[src/rtl/serial_addsub.sv]
// Bit-serial adder/subtractor: BITS_PER_CYCLE result bits per clock through a
// ripple full-adder slice, result and flags registered at the end of the run.
module serial_addsub #(
  parameter int WIDTH          = 8,
  parameter int BITS_PER_CYCLE = 1
) (
  input  logic             clk,
  input  logic             rst_n,
  input  logic             start,
  input  logic             sub,
  input  logic [WIDTH-1:0] a,
  input  logic [WIDTH-1:0] b,
  input  logic             c_in,
  output logic             busy,
  output logic             done,
  output logic [WIDTH-1:0] sum,
  output logic             c_out,
  output logic             ovf,
  output logic             zero,
  output logic [1:0]       dbg_state
);

  localparam int N     = WIDTH / BITS_PER_CYCLE;
  localparam int CNT_W = (N > 1) ? $clog2(N) : 1;
  localparam logic [CNT_W-1:0] LAST_STEP = CNT_W'(N - 1);

  if ((WIDTH < 2) || (BITS_PER_CYCLE < 1) || (BITS_PER_CYCLE > WIDTH) ||
      ((WIDTH % BITS_PER_CYCLE) != 0)) begin : g_bad_params
    $error("serial_addsub: WIDTH must be >= 2 and a multiple of BITS_PER_CYCLE");
  end

  typedef enum logic [1:0] {
    IDLE = 2'd0,
    RUN  = 2'd1,
    DONE = 2'd2
  } state_t;

  state_t r_state;
  state_t w_next;

  logic [WIDTH-1:0]          r_a;
  logic [WIDTH-1:0]          r_b;
  logic                      r_carry;
  logic [CNT_W-1:0]          r_cnt;
  logic [WIDTH-1:0]          r_sum;
  logic                      r_c_out;
  logic                      r_ovf;
  logic                      r_zero;

  logic [BITS_PER_CYCLE-1:0] w_slice;
  logic                      w_chain_cout;
  logic                      w_msb_cin;
  logic [WIDTH-1:0]          w_sum_next;
  logic                      w_load;
  logic                      w_last;

  // Operands are accepted whenever no operation is in flight (IDLE or DONE).
  assign w_load = (r_state != RUN) && start;
  assign w_last = (r_state == RUN) && (r_cnt == LAST_STEP);

  always_ff @(posedge clk or negedge rst_n) begin
    if (!rst_n) begin
      r_state <= IDLE;
    end else begin
      r_state <= w_next;
    end
  end

  always_comb begin
    w_next = r_state;
    case (r_state)
      IDLE:    if (start) w_next = RUN;
      RUN:     if (w_last) w_next = DONE;
      DONE:    w_next = start ? RUN : IDLE;
      default: w_next = IDLE;
    endcase
  end

  // Ripple slice; the carry into its top bit is the carry into bit WIDTH-1 on
  // the final step, which is what the overflow flag needs.
  always_comb begin
    logic v_c;
    v_c       = r_carry;
    w_slice   = '0;
    w_msb_cin = 1'b0;
    for (int i = 0; i < BITS_PER_CYCLE; i++) begin
      if (i == BITS_PER_CYCLE - 1) w_msb_cin = v_c;
      w_slice[i] = r_a[i] ^ r_b[i] ^ v_c;
      v_c        = (r_a[i] & r_b[i]) | (v_c & (r_a[i] ^ r_b[i]));
    end
    w_chain_cout = v_c;
  end

  if (BITS_PER_CYCLE == WIDTH) begin : g_one_step
    assign w_sum_next = w_slice;
  end else begin : g_multi_step
    assign w_sum_next = {w_slice, r_sum[WIDTH-1:BITS_PER_CYCLE]};
  end

  always_ff @(posedge clk or negedge rst_n) begin
    if (!rst_n) begin
      r_a     <= '0;
      r_b     <= '0;
      r_carry <= 1'b0;
      r_cnt   <= '0;
      r_sum   <= '0;
      r_c_out <= 1'b0;
      r_ovf   <= 1'b0;
      r_zero  <= 1'b0;
    end else if (w_load) begin
      r_a     <= a;
      r_b     <= sub ? ~b : b;
      r_carry <= sub ? 1'b1 : c_in;
      r_cnt   <= '0;
    end else if (r_state == RUN) begin
      r_a     <= r_a >> BITS_PER_CYCLE;
      r_b     <= r_b >> BITS_PER_CYCLE;
      r_carry <= w_chain_cout;
      r_sum   <= w_sum_next;
      r_cnt   <= r_cnt + 1'b1;
      if (w_last) begin
        r_c_out <= w_chain_cout;
        r_ovf   <= w_msb_cin ^ w_chain_cout;
        r_zero  <= (w_sum_next == '0);
      end
    end
  end

  assign busy      = (r_state == RUN);
  assign done      = (r_state == DONE);
  assign sum       = r_sum;
  assign c_out     = r_c_out;
  assign ovf       = r_ovf;
  assign zero      = r_zero;
  assign dbg_state = r_state;

endmodule

[config.mk]
export PLATFORM = sky130hd
export DESIGN_NAME = serial_addsub
export DESIGN_NICKNAME = d
export VERILOG_FILES = /design/src/rtl/serial_addsub.sv
export SDC_FILE = /design/constraint.sdc
export NUM_CORES = 1
export LEC_CHECK = 0
export BUFFER_PORTS_ARGS = -buffer_cell sky130_fd_sc_hd__buf_2
export CAP_MARGIN = 0
export CORE_ASPECT_RATIO = 0.7
export CORE_MARGIN = 2
export CORE_UTILIZATION = 25
export DETAILED_ROUTE_END_ITERATION = 6
export PLACE_DENSITY_LB_ADDON = 0.15
export SYNTH_ARGS = -nofsm -noshare
export SYNTH_HDL_FRONTEND = slang
export SYNTH_SLANG_ARGS = --single-unit
[constraint.sdc]
create_clock -name clk -period 4.5 [get_ports clk]
set_clock_uncertainty 0.2 [all_clocks]
set_input_delay 0.9 -clock clk [delete_from_list [all_inputs] [get_ports clk]]
set_output_delay 0.9 -clock clk [all_outputs]
set_load 0.03 [all_outputs]
[Word level (Yosys, flattened, before mapping)]
Index checks and enable logic that the tools add are counted.
Storage, ports and cells
  register bits after elaboration: 33
  bits of input ports: 21
  output and inout port bits: 15
  logic and storage cells: 46
Operators by class
  add/subtract/negate cells: 1
  equal/unequal tests: 6
  mux-type cells: 14
  bitwise gates (word level): 8
  reductions and logical operators: 8
Operators by type and width (number)
  $mux 8: 5
  $logic_not 8->1: 1
  $not 8->8: 1
  $mux 3: 2
  $pmux 2 s3: 1
  $mux 1: 4
  $mux 2: 2
  $ne 2x1->1 const B: 2
  $reduce_and 2->1: 2
  $add 3x1->3 const B: 1
  $eq 3x3->1 const B: 1
  $reduce_and 3->1: 1
  $xor 1x1->1: 3
  $and 1x1->1: 2
  $eq 2x1->1 const B: 1
  $eq 2x2->1 const B: 1
  $logic_and 1x1->1: 2
  $logic_not 2->1: 1
  $ne 2x2->1 const B: 1
  $reduce_bool 2->1: 1
  $not 1->1: 1
  $or 1x1->1: 1

[Depth between registers and ports, before layout]
  depth in word-level cells: 5
  depth in mapped cells: 5
  gate-level depth less buffers: 5

[Worst setup path before layout]
No wires, ideal clock.
  kind: flip-flop to output port
  start point: register r_state[1], in the netlist dbg_state[1]
  end point: output busy
  data arrival time: 1.085 ns
  required time: 3.400 ns
  setup slack: 2.315 ns
  stages on the path, launching flop included: 4
  buffers on the path: 2
  cells stage by stage: dfrtp_1 -> and2b_4 -> buf_6 -> buf_6
On the way
  cells in the longest elaborated chain, start to end: 1
Ends and longest elaborated chain
  start: declaration: RTL line 38  | state_t r_state;
  start signal: assignment: RTL line 65  | r_state <= w_next;
  $eq 2x1->1: RTL line 129  | assign busy = (r_state == RUN);
  end: declaration: RTL line 14  | output logic busy,
No other way between the ends.

[Worst setup path after layout]
Ends and elaborated chain as after synthesis.

==> metrics.cfg <==
[setup_path]
crit_path_start_kind = register
path_cells = and2b_4 -> buf_2
cpMaxStageDelayCell = and2b_4
crit_fanout = 48
max_stage_delay_ns = 0.59
crit_required_ns = 3.40
crit_buf_inv = 1
r2r_end = c_out$_DFFE_PN0P_
reg2reg_slack_ns = 2.78
reg2reg_depth = 4
critPathTopFamily = simple AND/OR/NAND/NOR gates
path_class = reg2out
crit_arrival_ns = 1.56
end_kind = output pin
r2r-start = r_cnt[0]$_DFFE_PN0P_
crit_cells = 2

[timing]
setup_viol = 0
tns_ns = 0
worstMarginPinSlew_ns = 0.7380
relSlewSlack_pct = 50.80
fmaxAchievable_ghz = 0.3755
fin_crit_sh_pct = 59.17
layout_min_cycle_time_ns = 2.663
rsz0062_at_grt = false
drv_slew = 0
hold_violations = 0

[placement]
place.gp.congestion = 0.6725
dp_cells = 236
port_buffers = 35
placed_area_sq_um = 1749
dpl.hpwl_microns = 2118

[route]
first_pass_iters = 4
wl_microns = 3031
vias = 1030
avgViaCountPerCell = 4.239
post_drt_wl_per_cell_microns = 12.47
drt.antenna.violating_nets = 0
drc = 0
drtIter0Drc = 59

[yosys]
ys_top_cells_by_area = dfrtp_1 (53%), mux2i_1 (9.7%), mux2_2 (7.3%), o21ai_0 (5.5%), nand2_1 (5.3%)
synth.distinct_cells = 24
postSynthAreaPerCell_sq_um = 11.55
synth_top_area_share_pct = 53.35
yosysWarnings = 0
synth.yosys.seq_area_share_pct = 53.35
syn_nets = 158
synth-seq-cells = 33
syn_area_sq_um = 1548
syn-instance-count = 134
yosysTopAreaCell = dfrtp_1

[global_routing]
grt_pass1_wl_microns = 5147
grt.total_usage_pct = 9.722
antenna_found_initial = 0
overflow = 0
grt_pass1_vias = 1047
grt_max_degree = 49

[cts]
cts_setup_buffers = 0
cts_sinks = 33
cts.path.max_buffers = 2
postCtsHoldBufs = 0
cts_root_buf = clkbuf_8
cts_buffers = 5
cts_resized = 0
clk_pin_slew_ns = 0.06
worstSkewPairLatency_ns = 0.28
cts_tree = yes
htreeDepth = 2

[hold_path]
worst_hold_path.endpoint = r_b[5]$_DFFE_PN0P_
hold_depth = 2
min_path_type = reg2reg
hp-start = r_b[6]$_DFFE_PN0P_

[floorplan]
row_count = 23
die_area_sq_um = 6846
placeableCoreArea_sq_um = 5842
dieWidth_microns = 98.05
die_h_microns = 69.83
io_pins = 36
initial_core_util_pct = 26.49

[flow_run]
cap_violations = 0

[pwr]
ir_worst_vdd_v = 0.0001874
powerDensity_nw_per_um2 = 668.7
cellLeakagePower_nw = 0.8926

[layout]
final_common_cell = buf_2
final_cell_mix = buf_2 (35), dfrtp_1 (33), nand2_1 (22), o21ai_0 (17), mux2i_1 (15)
instances_no_fill = 243
antenna_cells = 0
drive_gt1_share_pct = 32.14
nets = 192
syn2layout_area_growth_pct = 18.59
design_area_sq_um = 1836

[status]
outcome = finished, final reports clean

## worst min-delay path, delay by kind of cell, from the launching register on
family	cells	cell delay [ns]
DFF	1	0.34
and+or+nand+nor	1	0.05
AOI/OAI and AO/OA	1	0.06
## sequential cells by signal, indices dropped and copies added, names as in the netlist
signal     count
r_a            8
r_b            8
c_out          1
r_carry        1
r_cnt          3
ovf            1
zero           1
dbg_state      2
sum            8
## cells by family (layout without fill, tap and decap cells)
kind of cell    Yosys count  after routing  share of synthesized area, %
compound gates           23             23                         8.165
xor+xnor                  9              9                         5.093
fa+ha+maj                 3              3                         2.910
buf+inv                  11             45                         5.093
flops                    33             33                         53.35
mux                      25             25                         16.98
simple gates             30             30                         8.408
## stage by stage
| step | util, % | setup WS [ns] | total power, mW | hold WS [ns] |
|---|---|---|---|---|
| CTS | 31.42 | 1.802 | 1.252 | 0.2836 |
| detailed placement | 29.94 | 2.112 | 1.023 | 0.2696 |
| global placement | 29.94 | 2.136 | 1.013 | 0.2596 |
| finish | 31.42 | 1.837 | 1.227 | 0.2796 |
| global route | 31.42 | 1.715 | 1.331 | 0.3100 |
| floorplan | - | 2.315 | 0.9239 | 0.2479 |
## per-layer routing
layer / GRT usage [%] / share of wire (%)
met1: 13.16 / 48
met2: 13.47 / 46
met3: 2.923 / 3.5
met4: 6.019 / 2.4
met5: 0 / 0
## worst max-delay path by stage
stage                             start  endpoint  slack (ns)
2_1_floorplan  dbg_state[1]$_DFFE_PN0P_      busy        2.32
3_3_place_gp   dbg_state[1]$_DFFE_PN0P_      busy        2.14
3_5_place_dp   dbg_state[1]$_DFFE_PN0P_      busy        2.11
4_1_cts        dbg_state[1]$_DFFE_PN0P_      busy        1.80
5_1_grt        dbg_state[1]$_DFFE_PN0P_      busy        1.72
6_report       dbg_state[1]$_DFFE_PN0P_      busy        1.84
## power breakdown
part           internal (mW)  leakage [nW]  switching (mW)
Clock                  0.121        0.0443          0.0985
Combinational          0.196         0.434           0.302
Sequential             0.427         0.414          0.0820
Total                  0.745         0.893           0.483
## Yosys cell counts, drive strengths merged
| master | number |
|---|---|
| a211oi | 1 |
| a21oi | 1 |
| and2b | 1 |
| buf | 8 |
| dfrtp | 33 |
| fa | 1 |
| ha | 2 |
| inv | 3 |
| mux2 | 10 |
| mux2i | 15 |
| nand2 | 22 |
| nand3b | 1 |
| nor2 | 3 |
| nor2b | 1 |
| nor4 | 2 |
| o21a | 1 |
| o21ai | 19 |
| o22ai | 1 |
| xnor2 | 2 |
| xor2 | 7 |
## area by class of cell
| cell class | count | area [sq um] |
|---|---|---|
| tap | 75 | 93.84 |
| multi-input combinational | 90 | 643.1 |
| clock buffer | 7 | 86.33 |
| inverter | 3 | 11.26 |
| fill | 618 | 4006 |
| sequential | 33 | 825.8 |
| timing repair buffer | 35 | 175.2 |
Note: power is estimated with default switching activity, not from simulation.
